==> src/rtl/merge2_arb_if.sv <==
// merge2_arb_if: handshake and status bundle for the two-to-one packet merge.
//   in0_*/in1_*  : child channels (data, valid, ready)
//   out_*        : parent channel (data, src tag, valid, ready)
//   cnt0/cnt1    : per-child accepted-packet counters
// The slave modport is the merge block's view; master is the surrounding
// environment (children plus parent).
interface merge2_arb_if #(
  parameter int W  = 9,
  parameter int CW = 16
);
  logic [W-1:0]  in0_data;
  logic          in0_valid;
  logic          in0_ready;
  logic [W-1:0]  in1_data;
  logic          in1_valid;
  logic          in1_ready;
  logic [W-1:0]  out_data;
  logic          out_src;
  logic          out_valid;
  logic          out_ready;
  logic [CW-1:0] cnt0;
  logic [CW-1:0] cnt1;

  modport slave (
    input  in0_data, in0_valid, in1_data, in1_valid, out_ready,
    output in0_ready, in1_ready, out_data, out_src, out_valid, cnt0, cnt1
  );

  modport master (
    output in0_data, in0_valid, in1_data, in1_valid, out_ready,
    input  in0_ready, in1_ready, out_data, out_src, out_valid, cnt0, cnt1
  );
endinterface

==> src/rtl/merge2_arb.sv <==
// merge2_arb: merges packets from two child channels onto one parent channel.
// Round-robin arbitration picks at most one child per cycle; accepted packets
// are queued with their source tag in a small circular FIFO.
// Ports:
//   clk  : rising-edge clock
//   rst  : asynchronous reset, active-high
//   bus  : merge2_arb_if.slave (child inputs, parent output, counters)
module merge2_arb #(
  parameter int W     = 9,
  parameter int DEPTH = 2,
  parameter int CW    = 16
) (
  input  logic          clk,
  input  logic          rst,
  merge2_arb_if.slave   bus
);
  localparam int AW = (DEPTH > 1) ? $clog2(DEPTH) : 1;
  localparam int NW = $clog2(DEPTH + 1);
  localparam logic [NW-1:0] DEPTH_N  = NW'(DEPTH);
  localparam logic [AW-1:0] LAST_PTR = AW'(DEPTH - 1);

  logic [W-1:0]     mem_data_q [DEPTH];
  logic [DEPTH-1:0] mem_src_q;
  logic [AW-1:0]    rd_q, rd_d;
  logic [AW-1:0]    wr_q, wr_d;
  logic [NW-1:0]    count_q, count_d;
  logic             prio_q, prio_d;
  logic [CW-1:0]    cnt0_q, cnt0_d;
  logic [CW-1:0]    cnt1_q, cnt1_d;

  logic             space_s;
  logic             grant0_s;
  logic             grant1_s;
  logic             acc0_s;
  logic             acc1_s;
  logic             push_s;
  logic             pop_s;
  logic [W-1:0]     push_data_s;

  // Arbitration, handshake and next-state computation.
  always_comb begin
    rd_d        = rd_q;
    wr_d        = wr_q;
    count_d     = count_q;
    prio_d      = prio_q;
    cnt0_d      = cnt0_q;
    cnt1_d      = cnt1_q;
    // space looks only at the stored count so out_ready never reaches inX_ready.
    space_s     = (count_q < DEPTH_N);
    grant0_s    = bus.in0_valid & (~bus.in1_valid | ~prio_q);
    grant1_s    = bus.in1_valid & (~bus.in0_valid |  prio_q);
    // Readies are forced low while reset is asserted.
    acc0_s      = ~rst & space_s & grant0_s;
    acc1_s      = ~rst & space_s & grant1_s;
    push_s      = acc0_s | acc1_s;
    pop_s       = (count_q != {NW{1'b0}}) & bus.out_ready;
    push_data_s = acc1_s ? bus.in1_data : bus.in0_data;

    if (acc0_s) begin
      prio_d = 1'b1;
      cnt0_d = cnt0_q + CW'(1);
    end else if (acc1_s) begin
      prio_d = 1'b0;
      cnt1_d = cnt1_q + CW'(1);
    end else begin
      prio_d = prio_q;
    end

    if (push_s) begin
      wr_d = (wr_q == LAST_PTR) ? {AW{1'b0}} : wr_q + AW'(1);
    end else begin
      wr_d = wr_q;
    end

    if (pop_s) begin
      rd_d = (rd_q == LAST_PTR) ? {AW{1'b0}} : rd_q + AW'(1);
    end else begin
      rd_d = rd_q;
    end

    case ({push_s, pop_s})
      2'b10:   count_d = count_q + NW'(1);
      2'b01:   count_d = count_q - NW'(1);
      default: count_d = count_q;
    endcase
  end

  // Control state: pointers, occupancy, priority and counters.
  always_ff @(posedge clk or posedge rst) begin
    if (rst) begin
      rd_q    <= {AW{1'b0}};
      wr_q    <= {AW{1'b0}};
      count_q <= {NW{1'b0}};
      prio_q  <= 1'b0;
      cnt0_q  <= {CW{1'b0}};
      cnt1_q  <= {CW{1'b0}};
    end else begin
      rd_q    <= rd_d;
      wr_q    <= wr_d;
      count_q <= count_d;
      prio_q  <= prio_d;
      cnt0_q  <= cnt0_d;
      cnt1_q  <= cnt1_d;
    end
  end

  // FIFO storage; entries are written on push and never cleared by a pop.
  always_ff @(posedge clk or posedge rst) begin
    if (rst) begin
      for (int i = 0; i < DEPTH; i++) begin
        mem_data_q[i] <= {W{1'b0}};
      end
      mem_src_q <= {DEPTH{1'b0}};
    end else if (push_s) begin
      mem_data_q[wr_q] <= push_data_s;
      mem_src_q[wr_q]  <= acc1_s;
    end
  end

  assign bus.in0_ready = acc0_s;
  assign bus.in1_ready = acc1_s;
  assign bus.out_data  = mem_data_q[rd_q];
  assign bus.out_src   = mem_src_q[rd_q];
  assign bus.out_valid = (count_q != {NW{1'b0}});
  assign bus.cnt0      = cnt0_q;
  assign bus.cnt1      = cnt1_q;
endmodule

==> src/flat_wrapper.sv <==
// flat-port wrapper written by rule: the top's interface ports become plain ports
module merge2_arb_flat 
#(
  parameter int W     = 9,
  parameter int DEPTH = 2,
  parameter int CW    = 16
)
  (clk, rst, bus_in0_data, bus_in0_valid, bus_in1_data, bus_in1_valid, bus_out_ready, bus_in0_ready, bus_in1_ready, bus_out_data, bus_out_src, bus_out_valid, bus_cnt0, bus_cnt1);
  merge2_arb_if #(.W(W), .CW(CW)) bus_i ();
  input  logic clk;
  input  logic rst;
  input wire logic [$bits(bus_i.in0_data)-1:0] bus_in0_data;
  input wire logic [$bits(bus_i.in0_valid)-1:0] bus_in0_valid;
  input wire logic [$bits(bus_i.in1_data)-1:0] bus_in1_data;
  input wire logic [$bits(bus_i.in1_valid)-1:0] bus_in1_valid;
  input wire logic [$bits(bus_i.out_ready)-1:0] bus_out_ready;
  output wire logic [$bits(bus_i.in0_ready)-1:0] bus_in0_ready;
  output wire logic [$bits(bus_i.in1_ready)-1:0] bus_in1_ready;
  output wire logic [$bits(bus_i.out_data)-1:0] bus_out_data;
  output wire logic [$bits(bus_i.out_src)-1:0] bus_out_src;
  output wire logic [$bits(bus_i.out_valid)-1:0] bus_out_valid;
  output wire logic [$bits(bus_i.cnt0)-1:0] bus_cnt0;
  output wire logic [$bits(bus_i.cnt1)-1:0] bus_cnt1;
  assign bus_i.in0_data = bus_in0_data;
  assign bus_i.in0_valid = bus_in0_valid;
  assign bus_i.in1_data = bus_in1_data;
  assign bus_i.in1_valid = bus_in1_valid;
  assign bus_i.out_ready = bus_out_ready;
  assign bus_in0_ready = bus_i.in0_ready;
  assign bus_in1_ready = bus_i.in1_ready;
  assign bus_out_data = bus_i.out_data;
  assign bus_out_src = bus_i.out_src;
  assign bus_out_valid = bus_i.out_valid;
  assign bus_cnt0 = bus_i.cnt0;
  assign bus_cnt1 = bus_i.cnt1;
  merge2_arb #(.W(W), .DEPTH(DEPTH), .CW(CW)) u_core (.clk(clk), .rst(rst), .bus(bus_i));
endmodule
==> config.mk <==
export PLATFORM = sky130hd
export DESIGN_NAME = merge2_arb_flat
export DESIGN_NICKNAME = d
export VERILOG_FILES = /design/src/rtl/merge2_arb_if.sv /design/src/rtl/merge2_arb.sv /design/src/flat_wrapper.sv
export SDC_FILE = /design/constraint.sdc
export NUM_CORES = 1
export LEC_CHECK = 0
export BUFFER_PORTS_ARGS = -buffer_cell sky130_fd_sc_hd__clkbuf_2
export CAP_MARGIN = 20
export CORE_MARGIN = 1.5
export CORE_UTILIZATION = 55
export DETAILED_ROUTE_END_ITERATION = 8
export GPL_ROUTABILITY_DRIVEN = 0
export HOLD_SLACK_MARGIN = 0.12
export PLACE_DENSITY = 0.82
export SYNTH_ARGS = -nofsm -noshare
export SYNTH_HDL_FRONTEND = slang
export SYNTH_SLANG_ARGS = --single-unit
==> constraint.sdc <==
create_clock -name clk -period 2.8 [get_ports clk]
set_input_delay 0.42 -clock clk [delete_from_list [all_inputs] [get_ports clk]]
set_output_delay 0.42 -clock clk [all_outputs]
set_load 0.005 [all_outputs]
## Word-level counts from Yosys, hierarchy flattened

Index checks and enable logic that the tools add are counted.

- Register bits after elaboration: 57
- Bits in latches: 0
- Bits in writable memories: 0
- Memory bits (read-only): 0
- Memories kept: 0

- $add $sub $neg: 6
- $mul: 0
- Div/mod/pow operators: 0
- $lt $le $gt $ge: 7
- Equal/unequal tests: 2
- Shift operators: 0
- Muxes and demuxes: 17
- Bitwise gates (word level): 16
- Reductions and logical operators: 6

Operator list:

| cell | count |
|---|---|
| $mux W9 | 5 |
| $add A16 B1 Y16 const B | 2 |
| $bwmux W18 | 1 |
| $demux W9 S1 | 1 |
| $mux W1 | 7 |
| $and A1 B1 Y1 | 6 |
| $reduce_bool A2 Y1 | 3 |
| $not A1 Y1 | 5 |
| $ge A2 B2 Y1 const B | 2 |
| $lt A1 B2 Y1 const B | 2 |
| $not A1 Y2 | 2 |
| $pmux W2 S2 | 1 |
| $or A1 B1 Y1 | 3 |
| $add A1 B1 Y1 const B | 2 |
| $add A2 B1 Y2 const B | 1 |
| $bwmux W2 | 1 |
| $eq A2 B1 Y1 const B | 1 |
| $eq A2 B2 Y1 const B | 1 |
| $logic_and A1 B1 Y1 | 2 |
| $lt A2 B1 Y1 const B | 1 |
| $lt A2 B2 Y1 const B | 1 |
| $reduce_and A2 Y1 | 1 |
| $sub A2 B1 Y2 const B | 1 |
| $demux W1 S1 | 1 |
| $ge A1 B1 Y1 const B | 1 |

## Logic depth before layout (Yosys ltp)

- Word-level depth: 7
- Gate-level depth with buffers: 6

## Worst setup path after synthesis

OpenSTA, ideal clock, no wires.

- Path kind: register -> register
- From: reg u_core.count_q[1]
- To: reg u_core.mem_data_q[0] (netlist name)
- Library setup time: 125 ps
- Arrival time: 1,714 ps
- Path slack: 961 ps
- Stages on the path, launching flop included: 6
- Buffers on the path: 1
- Period minus slack after synthesis: 1,839 ps
- Cell sequence: dfrtp_1 or3b_1 or2_1 buf_6 mux2_4 mux2_2

- Cells in the longest elaborated chain, start to end: 5
- Elaborated cells on any way between the ends: 7
- Those cells by class: order compare: 1; mux: 2; bitwise: 4

RTL lines:

| item | RTL line | RTL |
|---|---|---|
| start, declared | merge2_arb.sv:26 | `logic [NW-1:0] count_q, count_d;` |
| start signal, assigned | merge2_arb.sv:93 | `count_q <= {NW{1'b0}};` |
| start signal, assigned | merge2_arb.sv:100 | `count_q <= count_d;` |
| $lt A2 B2 Y1 * | merge2_arb.sv:49 | `space_s = (count_q < DEPTH_N);` |
| $and A1 B1 Y1 * | merge2_arb.sv:53, merge2_arb.sv:54 |  |
| $and A1 B1 Y1 | merge2_arb.sv:54 | `acc1_s = ~rst & space_s & grant1_s;` |
| $mux W9 | merge2_arb.sv:57 | `push_data_s = acc1_s ? bus.in1_data : bus.in0_data;` |
| $bwmux W18 | merge2_arb.sv:115 | `mem_data_q[wr_q] <= push_data_s;` |
| end signal, assigned by index | merge2_arb.sv:111 | `mem_data_q[i] <= {W{1'b0}};` |
| end signal, assigned by index | merge2_arb.sv:115 |  |
| end, declared | merge2_arb.sv:22 | `logic [W-1:0] mem_data_q [DEPTH];` |

Mark *: on every way between the ends. The rest lies on a longest branch, timed or not.
A chain may end at the register's enable or synchronous reset.

## Final worst setup path

- From: reg u_core.count_q[1]
- To: out bus_in1_ready

- Cells in the longest elaborated chain, start to end: 3

RTL lines:

| item | RTL line | RTL |
|---|---|---|
| $lt A2 B2 Y1 | merge2_arb.sv:49 |  |
| $and A1 B1 Y1 (2 in a row) | merge2_arb.sv:54 |  |
| end, declared | flat_wrapper.sv:18 | `output wire logic [$bits(bus_i.in1_ready)-1:0] bus_in1_ready;` |

No other way between the ends.

==> flow_metrics.env <==
export IMPL_fin_crit_sh=0.918
export IMPL_hold_viol_final=0
export IMPL_syn_area_um2=2660
export IMPL_outcome="finished clean"
export IMPL_place_hpwl_um=3570
export IMPL_rows=25
export IMPL_syn_inst=226
export IMPL_met2_usage=0.315
export IMPL_drc_errors=0
export IMPL_clk_pin_slew_worst_paths_ps=60
export IMPL_final_antenna_net_count=0
export IMPL_r2r_setup_slack_ps=570
export IMPL_syn_num_nets=252
export IMPL_async_reset_ff_frac=1.00
export IMPL_area_growth_pct=21.1
export IMPL_ys_ff_latch=57
export IMPL_ir_drop_v=0.000545
export IMPL_grt_max_degree=32
export IMPL_synth_edf_count=0
export IMPL_cts_sinks=57
export IMPL_max_cap_violations=0
export IMPL_grt_use_met1=0.266
export IMPL_p_leak_uw=0.00161
export IMPL_instances_no_fill=356
export IMPL_io_pins=68
export IMPL_cts_hold_buf=0
export IMPL_dieHeight_um=72.5
export IMPL_avgSynthCellArea_um2=11.8
export IMPL_drtIter0Drc=121
export IMPL_post_cts_setup_buffers=0
export IMPL_nets=326
export IMPL_start_util=0.567
export IMPL_maxSlewViolCount=0
export IMPL_ys_seq_area_frac=0.536
export IMPL_grt_met3_usage=0.0681
export IMPL_worstPathRequired_ps=2380
export IMPL_ff2ff_path_depth=4
export IMPL_critPathMaxFanout=15
export IMPL_gr_usage_all_layers=0.206
export IMPL_cts_buffers=9
export IMPL_fp_dieW_um=72.5
export IMPL_wl_per_cell_um=13.6
export IMPL_grt_pass1_wl_um=8170
export IMPL_ys_warn_count=0
export IMPL_cp_end_kind="output pin"
export IMPL_path_class="reg -> out"
export IMPL_worst_pin_slew_ps=778
export IMPL_cts_max_path_buffers=2
export IMPL_cts_resized=0
export IMPL_numPortBuffers=67
export IMPL_cts_root_buf="clkbuf_8"
export IMPL_grt_setup_unrepaired="false"
export IMPL_worstPathArrival_ps=2150
export IMPL_vias=1885
export IMPL_final_setup_viol_count=0
export IMPL_slew_headroom=0.481
export IMPL_period_minus_slack_ps=2570
export IMPL_fin_setup_tns_ps=0
export IMPL_die_area_um2=5260
export IMPL_skew_ps=3.83
export IMPL_power_density_nw_per_um2=876
export IMPL_routed_via_density=5.29
export IMPL_holdCritPathClass="in -> async"
export IMPL_yosysUniqueCellTypes=33
export IMPL_startpoint_type="register"
export IMPL_drt_total_wl_um=4850
export IMPL_drtPass1Iterations=4
export IMPL_reg2reg_from="u_core.count_q[1]$_DFFE_PP0P_"
export IMPL_ys_flop_type="dfrtp_1"
export IMPL_clock_fmax_mhz=389
export IMPL_grt_pass1_vias=1815
export IMPL_h_tree_depth=3
export IMPL_busiest_layer="met2"
export IMPL_grt_antenna_before_repair=0
export IMPL_cts_tree="done"
export IMPL_worstReg2RegEnd="u_core.mem_data_q[2]$_DFFE_PP0P_"
export IMPL_grt_overflow=0
export IMPL_placedCellCount=343
export IMPL_n_antenna_cell=0
export IMPL_core_area_um2=4690
export IMPL_clk_latency_ps=330
export IMPL_drive_above_1_share=0.354
-- per-stage QoR --
step	total power (µW)	instance area, µm²	util	worst slack [ps]	hold WS [ps]
3_5_place_dp	2180	3050	0.651	459	475
6_report	2820	3220	0.687	229	184
2_1_floorplan	1860	2660	-	961	460
5_1_grt	3020	3220	0.687	108	242
3_3_place_gp	2140	3050	0.651	513	460
4_1_cts	2850	3220	0.687	192	183
-- worst max-delay path by stage --
stage,startpoint,endpoint,slack (ps)
after floorplan,u_core.count_q[1]$_DFFE_PP0P_,u_core.mem_data_q[0]$_DFFE_PP0P_,960
after global placement,bus_in0_valid,bus_in1_ready,510
after detailed placement,bus_in0_valid,bus_in1_ready,460
after CTS,u_core.count_q[1]$_DFFE_PP0P_,bus_in1_ready,190
after global routing,u_core.count_q[1]$_DFFE_PP0P_,bus_in1_ready,110
final,u_core.count_q[1]$_DFFE_PP0P_,bus_in1_ready,230
-- synth_stat cells, types with 3 or more instances --
cell      number  share of area
a21oi_1        5         0.0094
and3_1         3         0.0071
clkbuf_1       4         0.0056
dfrtp_1       57           0.54
ha_1           3          0.014
inv_1         10          0.014
mux2_2        14          0.059
mux2_4         4          0.023
mux2i_1       10          0.038
nand2_1       21          0.030
nand3_1       12          0.023
nand4_1        9          0.021
nor2_1         9          0.013
o21ai_0        8          0.015
xnor2_1       28          0.092
xor2_1         7          0.023
-- cells in the final DEF (no fill, tap or decap), drive strengths merged --
cell    netlist  layout
clkbuf        4      80
dfrtp        57      57
xnor2        28      28
nand2        21      21
mux2         18      18
nand3        12      12
mux2i        10      10
nor2         10      10
inv          10      10
nand4         9       9
o21ai         8       8
xor2          7       7
a21oi         5       5
and3          3       3
ha            3       3
nor3          3       3
and4          2       2
nor4b         2       2
nor3b         2       2
or3b          2       2
or2           2       2
a22o          2       2
buf           2       2
o211a         1       1
nor2b         1       1
and2          1       1
nor4          1       1
-- where the power goes --
| part | switching (µW) | internal, µW |
|---|---|---|
| clock | 285 | 379 |
| sequential | 231 | 1080 |
| combinational | 386 | 466 |
| total | 902 | 1920 |
-- routing by layer --
layer,wire length [µm],up-vias
met4,111,0
met3,263,13
met5,0,-
met1,2210,892
met2,2270,59
li1,-,921
-- cells by family (layout without fill, tap and decap cells) --
logic type,count (synthesis),count (layout),synth area share
multiplexers,28,28,0.119
AO/OA/AOI/OAI,16,16,0.0353
flip-flops,57,57,0.536
AND/OR/NAND/NOR,71,71,0.151
buffers and inverters,16,92,0.0282
adder cells (fa/ha/maj),3,3,0.0141
XOR/XNOR,35,35,0.115
-- worst max-delay path, stage by stage, from the launching register on --
cell and delay, ps:
dfrtp_1 430, or3b_1 440, or2_1 530, inv_1 260, clkbuf_2 150
-- state kept, by name, indices dropped and copies added (netlist names) --
signal,count
u_core.rd_q,1
u_core.bus.cnt0,16
u_core.bus.cnt1,16
u_core.mem_src_q,2
u_core.prio_q,1
u_core.count_q,2
u_core.mem_data_q,18
u_core.wr_q,1
-- layout make-up --
class	count	area (µm²)
clock buffer	13	169
fill	365	1470
inverter	10	37.5
multi-input combinational	153	1160
sequential	57	1430
tap	54	67.6
timing repair buffer	69	363
Power figures use the tool's default switching activity.
